===== config.mk =====
export PLATFORM = sky130hd
export DESIGN_NAME = floatdiv_iter
export DESIGN_NICKNAME = d
export VERILOG_FILES = /design/src/rtl/floatdiv_iter.sv
export SDC_FILE = /design/constraint.sdc
export NUM_CORES = 1
export LEC_CHECK = 0
export ABC_AREA = 0
export CORE_MARGIN = 3
export CORE_UTILIZATION = 30
export CTS_BUF_LIST = sky130_fd_sc_hd__clkbuf_8
export CTS_CLUSTER_SIZE = 28
export DETAILED_ROUTE_END_ITERATION = 10
export PLACE_DENSITY = 0.52
export SYNTH_ARGS = -nofsm -noshare
export SYNTH_HDL_FRONTEND = slang
export SYNTH_SLANG_ARGS = --single-unit
export TNS_END_PERCENT = 30

===== constraint.sdc =====
create_clock -name clk -period 4.6 [get_ports clk]
set_input_delay 1.38 -clock clk [delete_from_list [all_inputs] [get_ports clk]]
set_output_delay 1.38 -clock clk [all_outputs]
set_load 0.005 [all_outputs]

===== src/rtl/floatdiv_iter.sv =====
// floatdiv_iter: iterative restoring IEEE-754 single-precision divider, one quotient bit per clock,
// truncating, denormals flushed to zero, valid/ready handshake on both sides.
module floatdiv_iter #(
    parameter int EXP_W = 8,
    parameter int MAN_W = 23,
    parameter int BIAS  = 127,
    parameter int QBITS = 25
) (
    input  logic        clk,
    input  logic        rst_n,
    input  logic        in_valid,
    output logic        in_ready,
    input  logic [31:0] a,
    input  logic [31:0] b,
    output logic        out_valid,
    input  logic        out_ready,
    output logic [31:0] s,
    output logic        dz,
    output logic        inv
);
    typedef enum logic [1:0] {IDLE, DIV, NORM, DONE} state_t;
    localparam logic [EXP_W-1:0] EMAX = '1;
    localparam logic [MAN_W-1:0] MZERO = '0;

    state_t             r_state, w_next;
    logic               r_sign;
    logic [EXP_W-1:0]   r_ea, r_eb;
    logic [MAN_W:0]     r_mb;
    logic [MAN_W+2:0]   r_rem;
    logic [QBITS-1:0]   r_q;
    logic [4:0]         r_cnt;
    logic [31:0]        r_s;
    logic               r_dz, r_inv;

    logic [EXP_W-1:0]   w_ea, w_eb;
    logic               w_sign, w_nan, w_dz, w_special, w_ge;
    logic [31:0]        w_spec_s, w_norm_s;
    logic [MAN_W+2:0]   w_diff;
    logic signed [9:0]  w_e;
    logic [MAN_W-1:0]   w_man;

    assign w_ea      = a[30:23];
    assign w_eb      = b[30:23];
    assign w_sign    = a[31] ^ b[31];
    assign w_nan     = (w_ea == '0 && w_eb == '0) || (w_ea == EMAX && w_eb == EMAX);
    assign w_dz      = !w_nan && w_eb == '0;
    assign w_special = w_eb == '0 || w_ea == '0 || w_ea == EMAX || w_eb == EMAX;
    assign w_spec_s  = w_nan ? 32'h7FC0_0000 :
                       (w_eb == '0 || w_ea == EMAX) ? {w_sign, EMAX, MZERO} : {w_sign, 31'd0};

    assign w_ge   = r_rem >= {2'b0, r_mb};
    assign w_diff = r_rem - {2'b0, r_mb};

    // A quotient below 1.0 leaves its leading one in bit 23 and costs one exponent step
    assign w_e      = 10'(r_ea) - 10'(r_eb) + 10'(BIAS) - 10'(!r_q[QBITS-1]);
    assign w_man    = r_q[QBITS-1] ? r_q[MAN_W:1] : r_q[MAN_W-1:0];
    assign w_norm_s = (w_e >= 10'sd255) ? {r_sign, EMAX, MZERO} :
                      (w_e <= 10'sd0) ? {r_sign, 31'd0} : {r_sign, w_e[EXP_W-1:0], w_man};

    always_ff @(posedge clk) begin
        if (!rst_n) r_state <= IDLE;
        else r_state <= w_next;
    end

    always_comb begin
        w_next = r_state;
        case (r_state)
            IDLE:    if (in_valid) w_next = w_special ? DONE : DIV;
            DIV:     if (r_cnt == 5'(QBITS - 1)) w_next = NORM;
            NORM:    w_next = DONE;
            DONE:    if (out_ready) w_next = IDLE;
            default: w_next = IDLE;
        endcase
    end

    always_comb begin
        in_ready  = r_state == IDLE;
        out_valid = r_state == DONE;
    end

    assign s   = r_s;
    assign dz  = r_dz;
    assign inv = r_inv;

    always_ff @(posedge clk) begin
        if (!rst_n) begin
            r_s    <= '0;
            r_dz   <= 1'b0;
            r_inv  <= 1'b0;
            r_cnt  <= '0;
            r_q    <= '0;
            r_rem  <= '0;
            r_mb   <= '0;
            r_sign <= 1'b0;
            r_ea   <= '0;
            r_eb   <= '0;
        end else begin
            case (r_state)
                IDLE: if (in_valid) begin
                    r_sign <= w_sign;
                    r_ea   <= w_ea;
                    r_eb   <= w_eb;
                    r_mb   <= {1'b1, b[MAN_W-1:0]};
                    r_rem  <= {2'b0, 1'b1, a[MAN_W-1:0]};
                    r_q    <= '0;
                    r_cnt  <= '0;
                    r_dz   <= w_dz;
                    r_inv  <= w_nan;
                    if (w_special) r_s <= w_spec_s;
                end
                DIV: begin
                    r_q   <= {r_q[QBITS-2:0], w_ge};
                    r_rem <= (w_ge ? w_diff : r_rem) << 1;
                    r_cnt <= r_cnt + 5'd1;
                end
                NORM: r_s <= w_norm_s;
                DONE: if (out_ready) begin
                    r_dz  <= 1'b0;
                    r_inv <= 1'b0;
                end
                default: ;
            endcase
        end
    end
endmodule


; ---- Word level (Yosys, flattened, before mapping)
; Index checks and enable logic that the tools add are counted.
[classes]
add_sub_neg = 5
mul = 0
div_mod_pow = 0
order_cmp = 3
eq_ne = 10
n_shift = 0
n_mux = 25
n_bitwise = 1
reduce_logical = 21
[op_table]
columns = cell, n
row1 = 2-to-1 mux 32 bit, 3
row2 = 2-to-1 mux 31 bit, 3
row3 = case mux 32 bit (2 select lines), 1
row4 = case mux 26 bit (2 select lines), 1
row5 = 2-to-1 mux 25 bit, 2
row6 = case mux 25 bit (2 select lines), 1
row7 = greater-or-equal comparator 26 x 24 -> 1 bit, 1
row8 = 2-to-1 mux 26 bit, 1
row9 = subtractor 25 x 24 -> 25 bit, 1
row10 = 2-to-1 mux 23 bit, 1
row11 = "== test 8 bit, second input constant", 2
row12 = logical NOT 8 bit, 2
row13 = "adder 9 x 8 -> 10 bit, second input constant", 1
row14 = "greater-or-equal comparator 10 x 9 -> 1 bit, second input constant", 1
row15 = "less-or-equal comparator 10 x 1 -> 1 bit, second input constant", 1
row16 = case mux 5 bit (2 select lines), 1
row17 = subtractor 10 x 1 -> 10 bit, 1
row18 = AND reduction 3 bit, 3
row19 = subtractor 8 x 8 -> 9 bit, 1
row20 = 2-to-1 mux 2 bit, 4
row21 = case mux 2 bit (4 select lines), 1
row22 = nonzero test 2 bit, 3
row23 = "adder 5 x 1 -> 5 bit, second input constant", 1
row24 = "== test 5 bit, second input constant", 1
row25 = 13 further kinds, 27
[word_totals]
regBits = 133
latchBits = 0
ramBits = 0
mem_bits_ro = 0
inputBits = 68
out_inout_bits = 36
wordCells = 76
memories = 0

; ---- Logic depth before layout (Yosys ltp)
[depth]
ltp_word = 7
depth_mapped = 20

; ---- Worst setup path after synthesis
; Ideal clock, no wire load.
[synth_timing]
path_type = flip-flop to flip-flop
startpoint = register r_ea[0]
endpoint = register r_s[12], in the netlist s[12]
arrival_time_ps = 3739
required_time_ps = 4531
path_slack_ps = 792
path_stages_with_launch = 20
synth_period_minus_slack_ps = 3808
path_cell_list = dfxtp_1 > inv_1 > ha_1 > inv_1 > fa_1 > a21o_1 > a21oi_1 > nand3b_1 > and3b_1 > xnor2_1 > inv_1 > ha_1 > inv_1 > a221oi_2 > a311oi_2 > nand4b_1 > nand4_2 > a2111o_1 > buf_2 > o21ai_1
[synth_via]
elab_chain_len = 7
elab_cells_between_ends = 8
classes_between = add/sub (3) / order compare (2) / mux (3)
[synth_lines]
columns = element, line
row1 = "start, declared", 27  ; logic [EXP_W-1:0] r_ea, r_eb;
row2 = "start signal, assigned", 101  ; r_ea <= w_ea;
row3 = subtractor 8 x 8 -> 9 bit *, 55  ; assign w_e = 10'(r_ea) - 10'(r_eb) + 10'(BIAS) - 10'(!r_q[QBITS-1]);
row4 = adder 9 x 8 -> 10 bit *, 55
row5 = subtractor 10 x 1 -> 10 bit *, 55
row6 = less-or-equal comparator 10 x 1 -> 1 bit, 58  ; (w_e <= 10'sd0) ? {r_sign, 31'd0} : {r_sign, w_e[EXP_W-1:0], w_man};
row7 = 2-to-1 mux 31 bit, 58
row8 = 2-to-1 mux 31 bit *, 57  ; assign w_norm_s = (w_e >= 10'sd255) ? {r_sign, EMAX, MZERO} :
row9 = case mux 32 bit (2 select lines) *, 98  ; case (r_state)
row10 = "end signal, assigned", 109  ; if (w_special) r_s <= w_spec_s;
row11 = "end signal, assigned", 116  ; NORM: r_s <= w_norm_s;
row12 = "end, declared", 32  ; logic [31:0] r_s;
; Every way passes the cells marked *; elsewhere a longest branch is shown, timed or not.
; A chain may end at the register's enable or synchronous reset.

; ---- Final worst setup path
[layout_timing]
startpoint = register r_ea[0]
endpoint = register r_s[14], in the netlist s[14]
; Same word-level chain as after synthesis.

==> key figures <==
Outcome
  • Run status: completed

Drt
  • First-pass DRT Iterations: 5
  • Post-Route WL: between 20 and 25 mm
  • # DRC: 0
  • Antenna viol nets, final: 0
  • Via density: around 5.0
  • Vias: around 6900
  • Initial drt markers: ~270
  • Routed wire length per instance: 15.1 µm

Critical path
  • Worst-path maximum fanout: 11
  • Crit path buffers/inverters: 4
  • First element of the critical path: r_ea[0]
  • CP Cell Sequence: inv_1 -> ha_1 -> inv_1 -> fa_1 -> a21o_1 -> a21oi_2 -> nand3b_1 -> and3b_1 -> xnor2_1 -> inv_1 -> ha_1 -> inv_1 -> a221oi_2 -> a311oi_2 -> nand4b_1 -> nand4_2 -> a2111o_2 -> o21ai_1
  • Startpoint Class: flip-flop
  • Reg2reg end: s[14]
  • Crit path depth: 18
  • Crit path top cell by count: inv_1
  • Reg-to-Reg Start: r_ea[0]
  • R2R setup slack: around 0.34 ns
  • Setup crit end: s[14]
  • CP top delay family: compound AO/OA/AOI/OAI gates
  • Cells on worst reg2reg path: 18
  • Crit path DAT: 4.66 ns
  • CP endpoint kind: flip-flop
  • Cell at the slowest stage of the critical path: a2111o_2
  • Data required time of the critical path: about 5 ns
  • Critical path type: reg -> reg
  • Critical Path Max Stage Delay: 0.67 ns

Global route
  • Pin count of the biggest net entering global routing: 73
  • Tot GR Track Use: ~15%
  • Initial antenna violation count: 0
  • GRT overflow: 0
  • First-pass GRT wire length: between 30 and 40 mm
  • Vias in the first global route: 6727

Power and ir drop
  • Pwr Density: 830 nW/µm²
  • Max VDD drop: ~450 µV
  • Leakage: roughly 0.0035 µW

Logic synthesis
  • Leading area contributor after synthesis: dfxtp_1
  • XOR/XNOR Fraction of Synth Area: between 3 and 4%
  • Post-Synth Adder-Cell Area: under 10%
  • Synth cell count leaders: nand2_1, dfxtp_1, inv_1
  • Share of Yosys cell area claimed by the top area cell type: ~34%
  • Most numerous cell in the Yosys netlist: nand2_1
  • Cells after Synth: between 900 and 1000
  • Synth unique cells: 69
  • Post-synthesis mux area share: ~4.1%
  • Synth warnings: 0
  • Syn Std Cell Area: between 7000 and 8000 µm²
  • Area contributors post-synth: dfxtp_1, nand2_1, ha_1
  • Post-synthesis sequential area ratio: between 30% and 40%
  • Number of synthesized flops with an enable pin: 0
  • Yosys reg bits: roughly 130
  • Syn_nets: 1059
  • Async S/R FF share, synth: 0%
  • Fraction of the mapped netlist area in compound gates: between 20% and 30%
  • Ys flop type: dfxtp_1
  • Simple-Gate Fraction of Synth Area: ~18%
  • Mapped Avg Cell Area: around 8.2 µm²
  • Main combinational cell family by area after synthesis: compound AO/OA/AOI/OAI gates

STA
  • Setup TNS: 0 ns
  • Fmax: ~230 MHz
  • Final setup skew: between 0.015 and 0.02 ns
  • Setup violations, final: 0
  • Worst relative slew slack: a little under two fifths
  • RSZ-0062 raised after global routing: no
  • Post-layout min period: ~4.3 ns
  • Slew at the pin closest to its max-slew limit: a little over 0.9 ns
  • Slew Viols, Final: 0
  • Hold Fails Final Rpt: 0
  • Fin crit share: between 90 and 100%

Layout
  • Share of cells above drive strength 1: 7.91%
  • Area of the multi-input gates: between 4000 and 5000 µm²
  • Area grow syn2layout: 23.8%
  • Fill cell count: between 2000 and 3000
  • Finished Layout Cells: about 1400
  • Ant diodes: 0
  • Fin nets: between 1000 and 1500
  • Storage element area: 2660 µm²

Placed design
  • Detailed placement HPWL: ~15 mm
  • Cell total after placement: 1345
  • Port Buffers: roughly 100
  • Placer Congestion: 0.843

Die
  • Die width: approximately 170 µm
  • Total core area: around 25000 µm²
  • Num rows: a little under 60
  • Starting Density: a little under a third
  • Die height: about 170 µm
  • Ports: around 100
  • DIE AREA: about 28000 µm²

CTS
  • CTS tree: yes
  • Post-CTS Hold Buffers: 0
  • H-tree Lvls: 4
  • Clock Latency Late Sink: about 0.46 ns
  • CTS sink count: 133
  • Reg clk slew, reported paths: about 0.090 ns
  • Setup repair bufs after CTS: 0
  • Clock buffer depth: 2
  • TritonCTS Buffers: 17
  • Root buffer cell: clkbuf_8

Flow run
  • Max Cap Viol: 0

Hold path
  • Worst hold path type: reg -> reg
  • Hold depth: 2
-- power breakdown --
group | internal [µW] | leakage [µW] | switching [µW]
combinational | 2210 | 0.00224 | 3190
clock | 464 | 0.000208 | 576
sequential | 1370 | 0.00108 | 153
total | 4050 | 0.00353 | 3920
-- what timing repair did --
item	4_1_cts	5_1_grt
resized for setup	0	4
setup endpoints to repair	0	23
hold endpoints to repair	0	0
-- registers in the layout, summed over array words and instances, names as in the netlist, 2 cells and up --
signal,cells
r_cnt,5
r_ea,8
r_eb,8
r_mb,24
r_q,25
r_rem,26
r_state,2
s,32
-- stage by stage --
| step | area [µm²] | worst slack [ns] | hold slack, ns | power, µW | util [%] |
|---|---|---|---|---|---|
| final | 9600 | 0.340 | 0.451 | 7970 | 37.9 |
| after global placement | 9160 | 0.252 | 0.439 | 6830 | 36.1 |
| after global routing | 9600 | 0.0109 | 0.479 | 8740 | 37.9 |
| after detailed placement | 9160 | 0.0899 | 0.443 | 6830 | 36.1 |
| after floorplan | 7760 | 0.792 | 0.424 | 5540 | - |
| after CTS | 9570 | 0.0359 | 0.456 | 7910 | 37.8 |
-- how the worst min path moves through the flow --
stage / from / endpoint
floorplan: r_rem[25] / r_rem[25]
global placement: s[21] / s[21]
detailed placement: s[21] / s[21]
CTS: s[21] / s[21]
global route: s[8] / s[8]
finish: s[21] / s[21]
-- worst reg2reg max path, stage by stage (launching register included) --
cell and delay [ns]:
dfxtp_1 0.32, inv_1 0.05, ha_1 0.15, inv_1 0.06
fa_1 0.41, a21o_1 0.19, a21oi_2 0.20, nand3b_1 0.18
and3b_1 0.19, xnor2_1 0.15, inv_1 0.07, ha_1 0.38
inv_1 0.20, a221oi_2 0.08, a311oi_2 0.33, nand4b_1 0.19
nand4_2 0.25, a2111o_2 0.67, o21ai_1 0.17
-- metal layers --
layer,track usage (%),vias up,wire (µm)
met5,0,-,0
met4,3.55,0,176
met3,3.01,15,750
met2,24.6,129,9670
met1,19.4,3170,10200
li1,-,3549,-
-- cell usage in the layout (no fill, tap or decap), types with 23 or more instances in the layout --
cell             instances
nor2b_1                 35
inv_1                   54
o21ai_0                 39
nor2_1                  38
ha_1                    44
dfxtp_1                133
a21boi_0                46
mux2i_1                 31
o21ai_1                 23
clkdlybuf4s50_1        102
nand2_1                157
a21oi_1                 45
a22oi_1                 30
-- cell type report --
cell class | count | share of cell area [%]
clock buffer | 17 | 2.44
clock inverter | 15 | 1.86
inverter | 56 | 2.19
multi-input combinational | 709 | 49.4
sequential | 133 | 27.7
tap | 330 | 4.30
timing repair buffer | 119 | 12.1
-- logic make-up after synthesis --
family / Yosys count
xor gates and xnor gates: 34
DFF: 133
buffers and inverters: 104
adders and majority gates: 47
and+or+nand+nor: 300
AOI/OAI and AO/OA: 294
muxes: 32
Note: power is estimated with default switching activity, not from simulation.
